==> config.mk <==
export PLATFORM = sky130hd
export DESIGN_NAME = sel_step_ctrl
export DESIGN_NICKNAME = d
export VERILOG_FILES = /design/src/rtl/sel_step_ctrl.sv
export SDC_FILE = /design/constraint.sdc
export NUM_CORES = 1
export LEC_CHECK = 0
export BUFFER_PORTS_ARGS = -buffer_cell sky130_fd_sc_hd__buf_2
export CAP_MARGIN = 20
export CELL_PAD_IN_SITES_DETAIL_PLACEMENT = 0
export CELL_PAD_IN_SITES_GLOBAL_PLACEMENT = 2
export CORE_ASPECT_RATIO = 1.75
export CORE_MARGIN = 5
export CORE_UTILIZATION = 24
export CTS_BUF_LIST = sky130_fd_sc_hd__clkbuf_4 sky130_fd_sc_hd__clkbuf_8 sky130_fd_sc_hd__clkbuf_16
export DETAILED_ROUTE_END_ITERATION = 6
export PLACE_DENSITY_LB_ADDON = 0.1
export SYNTH_ARGS = -nofsm -noshare
export SYNTH_HDL_FRONTEND = slang
export SYNTH_SLANG_ARGS = --single-unit
==> constraint.sdc <==
create_clock -name clk -period 2.17 [get_ports clk]
set_clock_uncertainty 0.1 [all_clocks]
set_input_delay 0.217 -clock clk [delete_from_list [all_inputs] [get_ports clk]]
set_output_delay 0.217 -clock clk [all_outputs]
set_load 0.01 [all_outputs]
==> src/rtl/sel_step_ctrl.sv <==
// sel_step_ctrl -- select generator for a downstream 4:1 mux.
//
// Two raw, bouncing push buttons (next / previous) are synchronised and
// debounced. Each accepted press steps a 2-bit select up or down (mod 4).
// An optional prescaler steps the select automatically every SCAN_DIV
// cycles while auto_en is high. Manual presses take priority and restart
// the prescaler.
//
// Parameters
//   DEB_CYCLES : consecutive stable cycles before a press/release is taken (2..65535)
//   SCAN_DIV   : clock cycles per automatic step (2..2^20)
//
// Ports
//   clk     : single clock, rising edge
//   rst_n   : asynchronous active-low reset
//   btn_up  : raw "next" button, active-high, asynchronous
//   btn_dn  : raw "previous" button, active-high, asynchronous
//   auto_en : synchronous enable for automatic stepping
//   sel     : registered select output
//   sel_chg : one-cycle pulse in the first cycle a new sel is visible

// Debounce FSM for one synchronised button. accept pulses for one cycle in
// the cycle the press is confirmed; holding the button never re-accepts.
module sel_step_deb #(
  parameter int unsigned DEB_CYCLES = 16
) (
  input  logic clk,
  input  logic rst_n,
  input  logic s_in,
  output logic accept
);

  typedef enum logic [1:0] {
    IDLE,
    PRESS_CHK,
    HELD,
    REL_CHK
  } state_t;

  localparam int unsigned CW = $clog2(DEB_CYCLES);
  localparam logic [CW-1:0] CNT_LAST = CW'(DEB_CYCLES - 1);

  state_t        state, state_nx;
  logic [CW-1:0] cnt, cnt_nx;

  always_ff @(posedge clk or negedge rst_n) begin
    if (!rst_n) begin
      state <= IDLE;
      cnt   <= '0;
    end else begin
      state <= state_nx;
      cnt   <= cnt_nx;
    end
  end

  always_comb begin
    state_nx = state;
    cnt_nx   = cnt;
    accept   = 1'b0;
    case (state)
      IDLE: begin
        if (s_in) begin
          state_nx = PRESS_CHK;
          cnt_nx   = '0;
        end
      end
      PRESS_CHK: begin
        if (!s_in) begin
          state_nx = IDLE;
        end else if (cnt == CNT_LAST) begin
          state_nx = HELD;
          accept   = 1'b1;
        end else begin
          cnt_nx = cnt + 1'b1;
        end
      end
      HELD: begin
        if (!s_in) begin
          state_nx = REL_CHK;
          cnt_nx   = '0;
        end
      end
      REL_CHK: begin
        if (s_in) begin
          state_nx = HELD;
        end else if (cnt == CNT_LAST) begin
          state_nx = IDLE;
        end else begin
          cnt_nx = cnt + 1'b1;
        end
      end
      default: state_nx = IDLE;
    endcase
  end

endmodule

module sel_step_ctrl #(
  parameter int unsigned DEB_CYCLES = 16,
  parameter int unsigned SCAN_DIV   = 1000
) (
  input  logic       clk,
  input  logic       rst_n,
  input  logic       btn_up,
  input  logic       btn_dn,
  input  logic       auto_en,
  output logic [1:0] sel,
  output logic       sel_chg
);

  localparam int unsigned PW = $clog2(SCAN_DIV);
  localparam logic [PW-1:0] PSC_LAST = PW'(SCAN_DIV - 1);

  logic          up_s1, s_up;
  logic          dn_s1, s_dn;
  logic          acc_up, acc_dn;
  logic [PW-1:0] psc, psc_nx;
  logic          tick;
  logic [1:0]    sel_nx;
  logic          upd;

  // Two-flop synchronisers for the raw buttons.
  always_ff @(posedge clk or negedge rst_n) begin
    if (!rst_n) begin
      up_s1 <= 1'b0;
      s_up  <= 1'b0;
      dn_s1 <= 1'b0;
      s_dn  <= 1'b0;
    end else begin
      up_s1 <= btn_up;
      s_up  <= up_s1;
      dn_s1 <= btn_dn;
      s_dn  <= dn_s1;
    end
  end

  sel_step_deb #(.DEB_CYCLES(DEB_CYCLES)) u_deb_up (
    .clk    (clk),
    .rst_n  (rst_n),
    .s_in   (s_up),
    .accept (acc_up)
  );

  sel_step_deb #(.DEB_CYCLES(DEB_CYCLES)) u_deb_dn (
    .clk    (clk),
    .rst_n  (rst_n),
    .s_in   (s_dn),
    .accept (acc_dn)
  );

  // Any manual accept, including an up/down pair that cancels, restarts the
  // prescaler and swallows a coincident auto tick.
  always_comb begin
    tick   = 1'b0;
    psc_nx = '0;
    if (!(acc_up || acc_dn) && auto_en) begin
      if (psc == PSC_LAST) begin
        tick = 1'b1;
      end else begin
        psc_nx = psc + 1'b1;
      end
    end

    sel_nx = sel;
    upd    = 1'b0;
    if (acc_up && !acc_dn) begin
      sel_nx = sel + 2'd1;
      upd    = 1'b1;
    end else if (acc_dn && !acc_up) begin
      sel_nx = sel - 2'd1;
      upd    = 1'b1;
    end else if (tick) begin
      sel_nx = sel + 2'd1;
      upd    = 1'b1;
    end
  end

  always_ff @(posedge clk or negedge rst_n) begin
    if (!rst_n) begin
      psc     <= '0;
      sel     <= '0;
      sel_chg <= 1'b0;
    end else begin
      psc     <= psc_nx;
      sel     <= sel_nx;
      sel_chg <= upd;
    end
  end

endmodule

======== Yosys cells after proc, flatten, opt, wreduce, memory -nomap -nowiden ========
Cells that the tools add are included.
cells by class
  add/sub/neg operators ................... 5
  equal/unequal tests ..................... 21
  multiplexer cells ....................... 42
  reduce and logical (&&, ||, !) cells .... 14
operators with widths
  cell                   number
  $mux 4                 10
  $pmux 4 s4             2
  $mux 2                 15
  $mux 10                2
  $ne 2x2->1 const B     8
  $pmux 2 s4             2
  $reduce_and 4->1       4
  $ne 3x2->1 const B     4
  $mux 1                 11
  $add 10x1->10 const B  1
  $eq 10x10->1 const B   1
  $add 4x1->4 const B    2
  $eq 2x2->1 const B     4
  $eq 4x4->1 const B     2
  $eq 2x1->1 const B     2
  $logic_not 2->1        2
  $logic_and 1x1->1      3
  $logic_not 1->1        3
  $reduce_bool 3->1      1
  $add 2x1->2 const B    1
  $sub 2x1->2 const B    1
  $logic_or 1x1->1       1
storage, ports and cells
  register bits ........................... 29
  bits of input ports ..................... 5
  output and inout bits ................... 3
  logic and storage cells ................. 93

======== Longest topological paths before layout ========
  depth in word-level cells ............... 11
  mapped depth ............................ 6
  depth with buffers taken out ............ 5

======== Hierarchy ========
From an unflattened synthesis, not the netlist that was laid out.
unflattened totals
  cell total of the unflattened synthesis .. 130
  area, all modules ....................... 1403.8 µm²
modules (own cells, without submodules)
  module         times used  cells each  area an instance (µm²)  seq. area each (µm²)
  sel_step_ctrl  1           66          748.2                   425.4
  sel_step_deb   2           32          327.8                   150.1

======== Least setup slack after synthesis ========
No wires, ideal clock.
  kind .................................... register to register
  start ................................... register u_deb_up.cnt[0]
  end ..................................... register sel[1]
  setup time .............................. 131 ps
  arrival ................................. 1438 ps
  required time ........................... 1939 ps
  setup slack ............................. 501 ps
  stages on the path, launching flop included .. 7
  path buffers ............................ 1
  clock period less this slack ............ 1669 ps
  cells stage by stage .................... dfrtp_1 > ha_1 > and3_1 > buf_6 > a2111oi_4 > and2_2 > a211oi_2
on the way
  longest elaborated chain between the ends .. 9
RTL lines
  what                                line  RTL
  start: declaration                  44    logic [CW-1:0] cnt, cnt_nx;
  start signal: assignment            52    cnt <= cnt_nx;
  $eq 4x4->1 (*)                      70    end else if (cnt == CNT_LAST) begin
  $mux 1 (*)                          70
  $mux 1 (*)                          68    if (!s_in) begin
  $mux 1 (*)                          60    case (state)
  $logic_or 1x1->1                    156   if (!(acc_up || acc_dn) && auto_en) begin
  $logic_not 1->1                     156
  $logic_and 1x1->1                   156
  $mux 1                              156
  $reduce_bool 3->1 (no source line)  --
  end signal: assignment              185   sel <= sel_nx;
  end: declaration                    107   output logic [1:0] sel,
Mark *: on every way between the ends. The rest lies on a longest branch, timed or not.
A chain may end at the register's enable or synchronous reset.

======== Worst setup path after layout ========
  start ................................... register u_deb_up.cnt[1]
  end ..................................... register sel[1]
The elaborated chain is that of the path after synthesis.

==> results.yml <==
status:
  status: "finished, final reports clean"
clocking:
  tritoncts: "built"
  h-tree-depth: 2
  cts_setup_buffers: 0
  cts.sinks: 29
  root_buffer: "clkbuf_8"
  numCtsBuffers: 5
  clkLatencyLatePin_ns: 0.27
  clockBufferDepth: 2
  clk_pin_slew_ns: 0.06
sta:
  slew_violations: 0
  timing.final.ws_setup_ns: 0.3810
  setup_tns_ns: 0
  min_period_over_period_pct: 82.44
  finalHoldViolCount: 0
  fmax_mhz: 559.0
  fin_crit_ns: 1.789
  rsz0062_at_grt: "false"
  worst_pin_slew_ns: 0.6520
  finalSetupViolations: 0
  relSlewSlack_pct: 56.53
synth:
  synth_fp_nets: 131
  ys_warn_count: 0
  synth-seq-cells: 29
  syn-cell-area_um2: 1381
  ys_seq_area_share_pct: 52.54
  syn_area_per_cell_um2: 11.23
  synthCells: 123
  ys_types: 35
detailed_routing:
  vias: 948
  drc_errors: 0
  drtAntennaViolNets: 0
  drtIter0Drc: 17
  wl_per_cell_um: 12.44
  first_pass_iters: 3
  routed_wl_mm: 2.688
  avgViaCountPerCell: 4.389
critical_path:
  worst_path_largest_cell_delay_ns: 0.42
  cp_max_fo: 9
  r2r_setup_slack_ns: 0.38
  reg2reg_depth: 5
  cp.buffers_inverters: 0
  cpMaxStageDelayCell: "dfrtp_1"
  arrival_ns: 1.84
  crit_required_ns: 2.22
  endpoint_kind: "flip-flop"
  reg2reg_to: "sel[1]"
  worstReg2RegStart: "u_deb_up.cnt[1]"
  crit_path_start_kind: "flip-flop"
  critical_path.top_delay_family: "simple AND/OR/NAND/NOR gates"
  critical_path.cell_chain: "ha_1, and3_1, a2111oi_4, and2_2, a211oi_2"
  critPathKind: "flip-flop to flip-flop"
die:
  die_h_um: 110.4
  core_um2: 5585
  pin_count: 8
  initial_core_util_pct: 24.73
  dieArea_um2: 7433
  die_x_um: 67.35
  fp-row-count: 36
power_and_ir_drop:
  p_per_area_nw_per_um2: 721.9
  vdd_ir_drop_max_mv: 0.3469
  leakage_nw: 0.7250
placement:
  pre_cts_slack_ns: 0.3839
  placed_cells: 206
  dpl.hpwl_mm: 1.970
  io_buffers: 7
  postPlaceCellArea_um2: 1508
  gp_congestion: 0.6538
global_routing:
  grt_first_pass_wirelength_mm: 4.747
  grtUsageTotal_pct: 8.882
  first_global_vias: 994
  grt_start_max_net_pins: 30
  antenna_found_initial: 0
  overflow: 0
cells_and_area:
  fin_util_pct: 29.14
  syn2layout_area_growth_pct: 17.84
  layout-drive-gt1-share_pct: 19.29
  final_common_cell: "dfrtp_1"
  n_fill_cell: 629
  finish.instance_area_um2: 1628
  final_cell_mix: "dfrtp_1 (29), nor2_1 (13), nand2_1 (11)"
  finalNetCount: 148
  num_antenna_cells: 0
  stdcell_count: 216
hold_path:
  hold_depth: 2
  min_path_type: "primary input to flip-flop"
  whs_endpoint: "psc[2]"
  hold_start: "auto_en"
job:
  drv_cap: 0
report_power, final:
group	internal [mW]	switching [mW]
Sequential	0.577	0.0431
Clock	0.263	0.193
Combinational	0.0476	0.0514
logic make-up after synthesis:
group,Yosys count,synth area share (%)
adder cells (fa/ha/maj),3,2.718
buffers and inverters,5,1.902
XOR/XNOR,11,6.975
multiplexers,3,2.355
flip-flops,29,52.54
AND/OR/NAND/NOR,51,20.38
AO/OA/AOI/OAI,21,13.13
state kept, by name, summed over array words and instances (netlist names), named ones only:
| name | count |
|---|---|
| dn_s1 | 1 |
| u_deb_dn.state | 1 |
| sel | 2 |
| u_deb_dn.cnt | 4 |
| up_s1 | 1 |
| s_dn | 1 |
| psc | 10 |
| u_deb_up.cnt | 4 |
| s_up | 1 |
| u_deb_up.state | 1 |
| sel_chg | 1 |
Yosys cell counts:
| cell type | n | area share [%] |
|---|---|---|
| xnor2_1 | 3 | 1.9 |
| a211oi_1 | 1 | 0.54 |
| mux2_2 | 2 | 1.6 |
| nor2_1 | 13 | 3.5 |
| nor3_1 | 1 | 0.36 |
| ha_1 | 3 | 2.7 |
| o21ai_0 | 6 | 2.2 |
| o22a_1 | 1 | 0.63 |
| buf_6 | 1 | 0.82 |
| and3b_4 | 1 | 0.91 |
| a2bb2oi_2 | 1 | 1.1 |
| mux2i_1 | 1 | 0.72 |
| o21a_1 | 1 | 0.54 |
| a2111oi_4 | 1 | 2.0 |
| a211oi_2 | 1 | 0.91 |
| nand2b_1 | 2 | 0.91 |
| o31ai_1 | 1 | 0.54 |
| nor2_2 | 1 | 0.45 |
| and4bb_2 | 1 | 0.91 |
| dfrtp_1 | 29 | 53 |
| xor2_1 | 8 | 5.1 |
| and2_2 | 1 | 0.54 |
| nand4_1 | 2 | 0.91 |
| and4_1 | 1 | 0.63 |
| and3_1 | 5 | 2.3 |
| a21oi_2 | 1 | 0.63 |
| nand3_2 | 1 | 0.72 |
| a21o_1 | 1 | 0.54 |
| a22o_1 | 5 | 3.2 |
| nor2b_1 | 1 | 0.45 |
| a21oi_1 | 1 | 0.36 |
| inv_1 | 4 | 1.1 |
| nand2_1 | 11 | 3.0 |
| nand4_4 | 1 | 1.5 |
| nand3_1 | 9 | 3.3 |
through the flow:
stage                     hold WS [ns]  total power, mW
after global routing            0.1356            1.246
after floorplan                -0.1786           0.6870
after global placement          0.1917           0.7257
after detailed placement        0.1954           0.7279
after CTS                       0.1324            1.203
final                           0.1349            1.175
layer usage:
metal / part of all wire [%] / GRT usage [%] / vias to the layer above
li1: - / - / 465
met1: 38 / 8.842 / 468
met2: 56 / 16.12 / 10
met3: 3.0 / 2.535 / 5
met4: 2.8 / 4.790 / 0
met5: 0 / 0 / -
repair_timing:
action                                 CTS  global route
hold buffers                             3             0
endpoints found under the hold margin   31             0
gates resized for setup                  0             0
worst max-delay path by stage:
| stage | to | slack [ns] | depth (start not counted) | from |
|---|---|---|---|---|
| after floorplan | sel[1] | 0.50 | 6 | u_deb_up.cnt[0] |
| after global placement | sel[1] | 0.40 | 5 | u_deb_up.cnt[1] |
| after detailed placement | sel[1] | 0.38 | 5 | u_deb_up.cnt[0] |
| after CTS | sel[1] | 0.38 | 5 | u_deb_up.cnt[1] |
| after global routing | psc[3] | 0.24 | 5 | u_deb_up.cnt[0] |
| final | sel[1] | 0.38 | 5 | u_deb_up.cnt[1] |
final cells by class:
| cell class | count | area (µm²) | area share [%] |
|---|---|---|---|
| timing repair buffer | 11 | 72.57 | 4.458 |
| sequential | 29 | 725.7 | 44.58 |
| inverter | 4 | 15.01 | 0.9224 |
| clock buffer | 7 | 90.09 | 5.534 |
| tap | 76 | 95.09 | 5.842 |
| multi-input combinational | 89 | 629.4 | 38.66 |
Power figures use the tool's default switching activity.
